### src/rtl/axis_to_xmii_pkg.sv
// Shared types and constants for the AXIS-to-xMII transmitter.
// Optional FCS generation is enabled by defining AXIS_TO_XMII_TX_FCS_EN.
package axis_to_xmii_pkg;

    typedef enum logic [2:0] {
        S_IDLE     = 3'd0,
        S_PREAMBLE = 3'd1,
        S_DATA     = 3'd2,
        S_ERROR    = 3'd3,
        S_DRAIN    = 3'd4,
        S_IFG      = 3'd5
`ifdef AXIS_TO_XMII_TX_FCS_EN
        , S_FCS    = 3'd6
`endif
    } state_t;

    localparam logic [7:0]  PREAMBLE_BYTE   = 8'h55;
    localparam logic [7:0]  SFD_BYTE        = 8'hD5;
    localparam int          PREAMBLE_LEN    = 8;
    localparam logic [31:0] CRC32_POLY_REFL = 32'hEDB88320;
    localparam logic [31:0] CRC32_INIT      = 32'hFFFFFFFF;

    // FCS goes out as the complemented CRC, least significant byte first.
    function automatic logic [7:0] fcs_byte(input logic [31:0] crc, input logic [1:0] idx);
        logic [31:0] fcs;
        fcs = ~crc;
        case (idx)
            2'd0:    fcs_byte = fcs[7:0];
            2'd1:    fcs_byte = fcs[15:8];
            2'd2:    fcs_byte = fcs[23:16];
            2'd3:    fcs_byte = fcs[31:24];
            default: fcs_byte = 8'h00;
        endcase
    endfunction

endpackage

### src/rtl/axis_to_xmii_tx_crc32_d8.sv
// Combinational byte-wise reflected CRC-32 step (Ethernet FCS polynomial).
module crc32_d8
    import axis_to_xmii_pkg::*;
(
    input  logic [7:0]  data_i,
    input  logic [31:0] crc_i,
    output logic [31:0] crc_o
);

    logic [31:0] work_s;

    // Shift the byte through the reflected polynomial one bit at a time.
    always_comb begin
        work_s = crc_i ^ {24'h000000, data_i};
        for (int i = 0; i < 8; i++) begin
            if (work_s[0]) begin
                work_s = (work_s >> 1) ^ CRC32_POLY_REFL;
            end else begin
                work_s = work_s >> 1;
            end
        end
        crc_o = work_s;
    end

endmodule

### src/rtl/axis_to_xmii_tx.sv
// AXI4-Stream byte to RMII/MII/GMII transmit serialiser with preamble, IFG and underrun handling.
// Define AXIS_TO_XMII_TX_FCS_EN to append a CRC-32 FCS after the payload.
module axis_to_xmii_tx
    import axis_to_xmii_pkg::*;
#(
    parameter int DATA_WIDTH  = 4,
    parameter int PREAMBLE_EN = 1,
    parameter int IFG_BYTES   = 12
) (
    input  logic                  clock,
    input  logic                  aresetn,
    input  logic [7:0]            saxis_tdata,
    input  logic                  saxis_tvalid,
    output logic                  saxis_tready,
    input  logic                  saxis_tlast,
    output logic [DATA_WIDTH-1:0] xmii_d,
    output logic                  xmii_en,
    output logic                  xmii_er,
    output logic                  tx_busy,
    output logic                  underrun
);

    localparam int          BEATS     = 8 / DATA_WIDTH;
    localparam logic [1:0]  BEAT_LAST = 2'(BEATS - 1);
    localparam logic [2:0]  PRE_LAST  = 3'(PREAMBLE_LEN - 1);
    localparam logic [15:0] IFG_LAST  = 16'(IFG_BYTES * BEATS - 1);

    if (!(DATA_WIDTH == 2 || DATA_WIDTH == 4 || DATA_WIDTH == 8)) begin : g_bad_width
        $error("axis_to_xmii_tx: DATA_WIDTH must be 2, 4 or 8");
    end
    if (IFG_BYTES < 1 || IFG_BYTES > 255) begin : g_bad_ifg
        $error("axis_to_xmii_tx: IFG_BYTES must be in 1..255");
    end

    state_t                state_q, state_d;
    logic [1:0]            beat_q, beat_d;
    logic [2:0]            cnt_q, cnt_d;
    logic [15:0]           ifg_q, ifg_d;
    logic [7:0]            byte_q, byte_d;
    logic                  last_q, last_d;
    logic [DATA_WIDTH-1:0] xmii_d_q, xmii_d_d;
    logic                  en_q, en_d;
    logic                  er_q, er_d;
    logic                  busy_q, busy_d;
    logic                  underrun_q, underrun_d;

    logic       tready_s;
    logic       hs_s;
    logic       beat_last_s;
    logic [7:0] cur_byte_s;
    logic [7:0] shifted_s;
    logic [2:0] off_s;

    assign beat_last_s  = (beat_q == BEAT_LAST);
    assign hs_s         = saxis_tvalid && tready_s;
    assign saxis_tready = tready_s;
    assign xmii_d       = xmii_d_q;
    assign xmii_en      = en_q;
    assign xmii_er      = er_q;
    assign tx_busy      = busy_q;
    assign underrun     = underrun_q;

`ifdef AXIS_TO_XMII_TX_FCS_EN
    logic [31:0] crc_q, crc_d;
    logic [31:0] crc_base_s, crc_next_s;

    assign crc_base_s = (state_q == S_IDLE) ? CRC32_INIT : crc_q;

    crc32_d8 u_crc (
        .data_i (saxis_tdata),
        .crc_i  (crc_base_s),
        .crc_o  (crc_next_s)
    );

    // Accumulate over payload bytes only; re-arm while idle.
    always_comb begin
        if (hs_s && (state_q == S_IDLE || state_q == S_DATA)) begin
            crc_d = crc_next_s;
        end else if (state_q == S_IDLE) begin
            crc_d = CRC32_INIT;
        end else begin
            crc_d = crc_q;
        end
    end
`endif

    // Upstream may only hand over a byte when the held one is on its final beat.
    always_comb begin
        case (state_q)
            S_IDLE:  tready_s = 1'b1;
            S_DATA:  tready_s = beat_last_s && !last_q;
            S_DRAIN: tready_s = 1'b1;
            default: tready_s = 1'b0;
        endcase
    end

    // Next-state and counter logic.
    always_comb begin
        state_d    = state_q;
        beat_d     = beat_q;
        cnt_d      = cnt_q;
        ifg_d      = ifg_q;
        byte_d     = byte_q;
        last_d     = last_q;
        underrun_d = 1'b0;
        case (state_q)
            S_IDLE: begin
                if (hs_s) begin
                    byte_d  = saxis_tdata;
                    last_d  = saxis_tlast;
                    beat_d  = 2'd0;
                    cnt_d   = 3'd0;
                    state_d = (PREAMBLE_EN != 0) ? S_PREAMBLE : S_DATA;
                end else begin
                    state_d = S_IDLE;
                end
            end
            S_PREAMBLE: begin
                if (!beat_last_s) begin
                    beat_d = beat_q + 2'd1;
                end else if (cnt_q == PRE_LAST) begin
                    beat_d  = 2'd0;
                    cnt_d   = 3'd0;
                    state_d = S_DATA;
                end else begin
                    beat_d = 2'd0;
                    cnt_d  = cnt_q + 3'd1;
                end
            end
            S_DATA: begin
                if (!beat_last_s) begin
                    beat_d = beat_q + 2'd1;
                end else if (hs_s) begin
                    byte_d = saxis_tdata;
                    last_d = saxis_tlast;
                    beat_d = 2'd0;
                end else if (last_q) begin
                    beat_d = 2'd0;
                    cnt_d  = 3'd0;
                    ifg_d  = 16'd0;
`ifdef AXIS_TO_XMII_TX_FCS_EN
                    state_d = S_FCS;
`else
                    state_d = S_IFG;
`endif
                end else begin
                    beat_d     = 2'd0;
                    underrun_d = 1'b1;
                    state_d    = S_ERROR;
                end
            end
            S_ERROR: begin
                if (beat_last_s) begin
                    beat_d  = 2'd0;
                    state_d = S_DRAIN;
                end else begin
                    beat_d = beat_q + 2'd1;
                end
            end
            S_DRAIN: begin
                if (hs_s && saxis_tlast) begin
                    ifg_d   = 16'd0;
                    state_d = S_IFG;
                end else begin
                    state_d = S_DRAIN;
                end
            end
`ifdef AXIS_TO_XMII_TX_FCS_EN
            S_FCS: begin
                if (!beat_last_s) begin
                    beat_d = beat_q + 2'd1;
                end else if (cnt_q == 3'd3) begin
                    beat_d  = 2'd0;
                    ifg_d   = 16'd0;
                    state_d = S_IFG;
                end else begin
                    beat_d = 2'd0;
                    cnt_d  = cnt_q + 3'd1;
                end
            end
`endif
            S_IFG: begin
                if (ifg_q == IFG_LAST) begin
                    ifg_d   = 16'd0;
                    state_d = S_IDLE;
                end else begin
                    ifg_d = ifg_q + 16'd1;
                end
            end
            default: begin
                state_d = S_IDLE;
            end
        endcase
    end

    // Outputs are decoded from the next state so the bus lines up with the state it represents.
    always_comb begin
        case (state_d)
            S_PREAMBLE: cur_byte_s = (cnt_d == PRE_LAST) ? SFD_BYTE : PREAMBLE_BYTE;
            S_DATA:     cur_byte_s = byte_d;
`ifdef AXIS_TO_XMII_TX_FCS_EN
            S_FCS:      cur_byte_s = fcs_byte(crc_q, cnt_d[1:0]);
`endif
            default:    cur_byte_s = 8'h00;
        endcase
        case (state_d)
            S_PREAMBLE, S_DATA, S_ERROR: en_d = 1'b1;
`ifdef AXIS_TO_XMII_TX_FCS_EN
            S_FCS:                       en_d = 1'b1;
`endif
            default:                     en_d = 1'b0;
        endcase
        off_s     = 3'(int'(beat_d) * DATA_WIDTH);
        shifted_s = cur_byte_s >> off_s;
        xmii_d_d  = shifted_s[DATA_WIDTH-1:0];
        er_d      = (state_d == S_ERROR);
        busy_d    = (state_d != S_IDLE);
    end

    // State, counters and registered outputs.
    always_ff @(posedge clock) begin
        if (!aresetn) begin
            state_q    <= S_IDLE;
            beat_q     <= 2'd0;
            cnt_q      <= 3'd0;
            ifg_q      <= 16'd0;
            byte_q     <= 8'h00;
            last_q     <= 1'b0;
            xmii_d_q   <= '0;
            en_q       <= 1'b0;
            er_q       <= 1'b0;
            busy_q     <= 1'b0;
            underrun_q <= 1'b0;
`ifdef AXIS_TO_XMII_TX_FCS_EN
            crc_q      <= CRC32_INIT;
`endif
        end else begin
            state_q    <= state_d;
            beat_q     <= beat_d;
            cnt_q      <= cnt_d;
            ifg_q      <= ifg_d;
            byte_q     <= byte_d;
            last_q     <= last_d;
            xmii_d_q   <= xmii_d_d;
            en_q       <= en_d;
            er_q       <= er_d;
            busy_q     <= busy_d;
            underrun_q <= underrun_d;
`ifdef AXIS_TO_XMII_TX_FCS_EN
            crc_q      <= crc_d;
`endif
        end
    end

endmodule

### config.mk
export PLATFORM = sky130hd
export DESIGN_NAME = axis_to_xmii_tx
export DESIGN_NICKNAME = d
export VERILOG_FILES = /design/src/rtl/axis_to_xmii_pkg.sv /design/src/rtl/axis_to_xmii_tx_crc32_d8.sv /design/src/rtl/axis_to_xmii_tx.sv
export SDC_FILE = /design/constraint.sdc
export NUM_CORES = 1
export LEC_CHECK = 0
export ABC_AREA = 1
export CORE_ASPECT_RATIO = 1.1
export CORE_UTILIZATION = 55
export DETAILED_ROUTE_END_ITERATION = 12
export PLACE_DENSITY = 0.77
export SLEW_MARGIN = 20
export SYNTH_ARGS = -nofsm -noshare
export SYNTH_HDL_FRONTEND = slang
export SYNTH_SLANG_ARGS = --single-unit
### constraint.sdc
create_clock -name clock -period 4.4 [get_ports clock]
set_clock_uncertainty 0.2 [all_clocks]
set_input_delay 0.44 -clock clock [delete_from_list [all_inputs] [get_ports clock]]
set_output_delay 0.44 -clock clock [all_outputs]
set_load 0.02 [all_outputs]
==> impl_results.md <==
- Outcome: completed
- Setup_tns: 0 ns
- Critical Path Start: state_q[0]
- Final core occ: 64.99%
- Initial core utilization: 57.54%
- Worst-path clk slew: 0.08 ns
- Hold Slack: ~0.3 ns
- Number of flops mapped to enable cells by yosys: 0
- Flop pwr share: 53.0%
- FF-to-FF path depth: 7
- Die Area: 4409 µm²
- Dpl hpwl: 3.627 mm
- Net Switching: 188.8 µW
- Core footprint: 3964 µm²
- Min Clock Period, post-route: 2.449 ns
- # rows: 24
- Clock tree buffer depth: 2
- Max stage delay on crit path: 0.61 ns
- P&R area growth vs syn: 12.95%
- Vias in the first global route: 2047
- Largest net degree at the start of global routing: 31
- Placed Instance Area: about 2500 µm²
- Vias: 2206
- Slew HR: 39.39%
- WP data arrival: 1.81 ns
- Postcts setup bufs: 0
- Final Hold Vio Count: 0
- R2r startpoint: state_q[2]
- Count of input and output buffers: 20
- Syn_nets: around 360
- Layout Cells excl Fill: 419
- Height of the chip: ~70 µm
- Die width: 63.40 µm
- Global-route usage over all layers: 25.47%
- Sequential-to-total area share from yosys stat: 35.98%
- Max-cap viol count: 0
- Wirelength, routed: 4.952 mm
- Final setup fails: 0
- DRC: 0
- Initial antenna violation count: 0
- Ys async rst share: 0%
- Total power: 730.0 µW
- Placement Setup Slack: 1.874 ns
- Pleak: 1.091 nW
- Synthesized area: roughly 2300 µm²
- Routability congestion estimate: 0.9412
- Mapped Avg Cell Area: 6.554 µm²
- CP Capture Type: output pin
- Area of the multi-input gates: roughly 1200 µm²
- Worst-path fanout max: 6
- Register area: 820.8 µm²
- Initial DRT Pass Iterations: 6
- Fmax: 408.4 MHz
- Filler cells: 381
- Antenna-violating nets left: 0
- Power share of the clock group: 34.9%
- Via/cell ratio: 5.265
- Power Internal: 541.2 µW
- Share of the synthesized area in the top cell type: 35.98%
- Critical-path cell list: nor2_1 > inv_1 > nand2_4 > clkdlybuf4s50_1
- Sw Share: 25.87%
- CTS root buffer: clkbuf_8
- Seq cells post-synth: between 40 and 50
- Peak supply drop: ~0.22 mV
- RSZ-0062 raised after global routing: no
- CTS Buf Count: 5
- Critical path class: reg -> out
- Cell depth of the worst setup path: 4
- Yosys warns: 0
- Post_cts resized: 0
- Cell taking the most area after synthesis: dfxtp_1
- Crit path launch type: flop
- Final instance area: ~2600 µm²
- Wire length of the first global-routing pass: roughly 8.9 mm
- HP Class: reg -> reg
- CP top delay family: buffers and inverters
- Slew @ Worst Pin: 0.9082 ns
- Pwr dens: 283.4 nW/µm²
- FF-to-FF setup slack: 2.00 ns
- Hold-fix buffers, CTS: 0
- Critical Path Sink: saxis_tready
- Iteration-0 DRC Markers: 158
- Nets: 382
- Mapped Cells: approximately 350
- Logic gate share of total power: 12.1%
- WL/cell: between 10 and 15 µm
- Buf/Inv on CP: 2
- Share of cells above drive strength 1: 5.722%
- Worst r2r dst: xmii_d[3]
- ANT cells: 0
- Req. time, crit path: between 3 and 4 ns
- CP max stage cell: clkdlybuf4s50_1
- Fin. max-slew vios: 0
- TritonCTS clock tree: done
- Total global routing overflow: 0
- Clock Sinks: 41
- Top FF cell, synth: dfxtp_1
- Setup ws final: about 2.0 ns
- Fin crit share: 55.65%
- CTS H-tree lvls: 2
- IO Count: 21
- Placed insts: approximately 400
- Unique masters post-synth: 35
- Clk Latency, worst-skew pair: 0.30 ns
- Most area-consuming cells after synthesis: dfxtp_1 36%, nand2_1 14%, nor2_1 9.7%
==> flip-flops by register name (all words and copies together), names as in the netlist <==
register and count:
ifg_q 16, byte_q 8, xmii_d 4, cnt_q 3, state_q 3, beat_q 2, last_q 1, tx_busy 1
underrun 1, xmii_en 1, xmii_er 1
==> power by group through the flow <==
stage                     clock (mW)  sequential [mW]  combinational, mW
after floorplan                    0            0.400             0.0550
after global placement             0            0.396             0.0864
after detailed placement           0            0.396             0.0873
after CTS                      0.260            0.387             0.0881
after global routing           0.277            0.389              0.100
final                          0.255            0.387             0.0881
==> cell type report <==
class / instances / area share (%)
timing repair buffer: 20 / 7.771
inverter: 50 / 7.285
tap: 52 / 2.525
clock inverter: 1 / 0.2914
clock buffer: 6 / 3.205
sequential: 41 / 31.86
multi-input combinational: 249 / 47.06
==> worst min-delay path by stage <==
stage	start	to	depth (start not counted)
floorplan	last_q	last_q	2
global placement	beat_q[1]	beat_q[1]	2
detailed placement	beat_q[1]	beat_q[1]	2
CTS	beat_q[1]	beat_q[1]	2
global route	beat_q[1]	beat_q[1]	2
finish	beat_q[1]	beat_q[1]	2
==> worst register-to-register path, stage by stage, from the launching register on <==
cell	delay (ns)
dfxtp_1	0.49
inv_2	0.16
nor2_1	0.71
a21oi_1	0.23
nand4_1	0.20
inv_1	0.10
a21oi_1	0.16
nor2_1	0.06
==> placed cells by master, fill, tap and decap left out, drive strengths merged <==
cell type / synthesis / final
nand3b: 1 / 1
nor2: 61 / 61
a21oi: 24 / 24
xor2: 4 / 4
nand4: 11 / 11
nand3: 21 / 21
inv: 50 / 50
o21ai: 15 / 15
a22oi: 1 / 1
dfxtp: 41 / 41
nor3: 5 / 5
nor3b: 1 / 1
clkinvlp: 0 / 1
nand2: 88 / 88
or2: 1 / 1
o21bai: 1 / 1
nor4: 5 / 5
clkbuf: 2 / 6
clkdlybuf4s50: 0 / 20
xnor2: 2 / 2
a31o: 1 / 1
o21a: 1 / 1
ha: 3 / 3
o211ai: 3 / 3
==> metal layers <==
layer	GRT usage, %	wire length [µm]	up-vias	share of wire, %
met5	0	0	-	0
met4	11.36	117	0	2.4
met3	5.263	175	14	3.5
met2	44.21	2522	53	51
met1	29.66	2136	993	43
li1	-	-	1146	-
==> cell families after synthesis <==
group | count (synthesis) | synth area share (%)
AOI/OAI and AO/OA | 46 | 11.47
and+or+nand+nor | 194 | 37.74
adders and majority gates | 3 | 1.646
DFF | 41 | 35.98
buffers and inverters | 58 | 10.86
xor gates and xnor gates | 6 | 2.304
==> cells in the mapped netlist (3+ instances only) <==
library cell,n
nand2_1,84
nor2_1,59
inv_1,49
dfxtp_1,41
a21oi_1,24
nand3_1,18
nand4_1,11
o21ai_0,11
nor3_1,5
nor4_1,5
xor2_1,4
ha_1,3
nand2_2,3
Power figures use the tool's default switching activity.
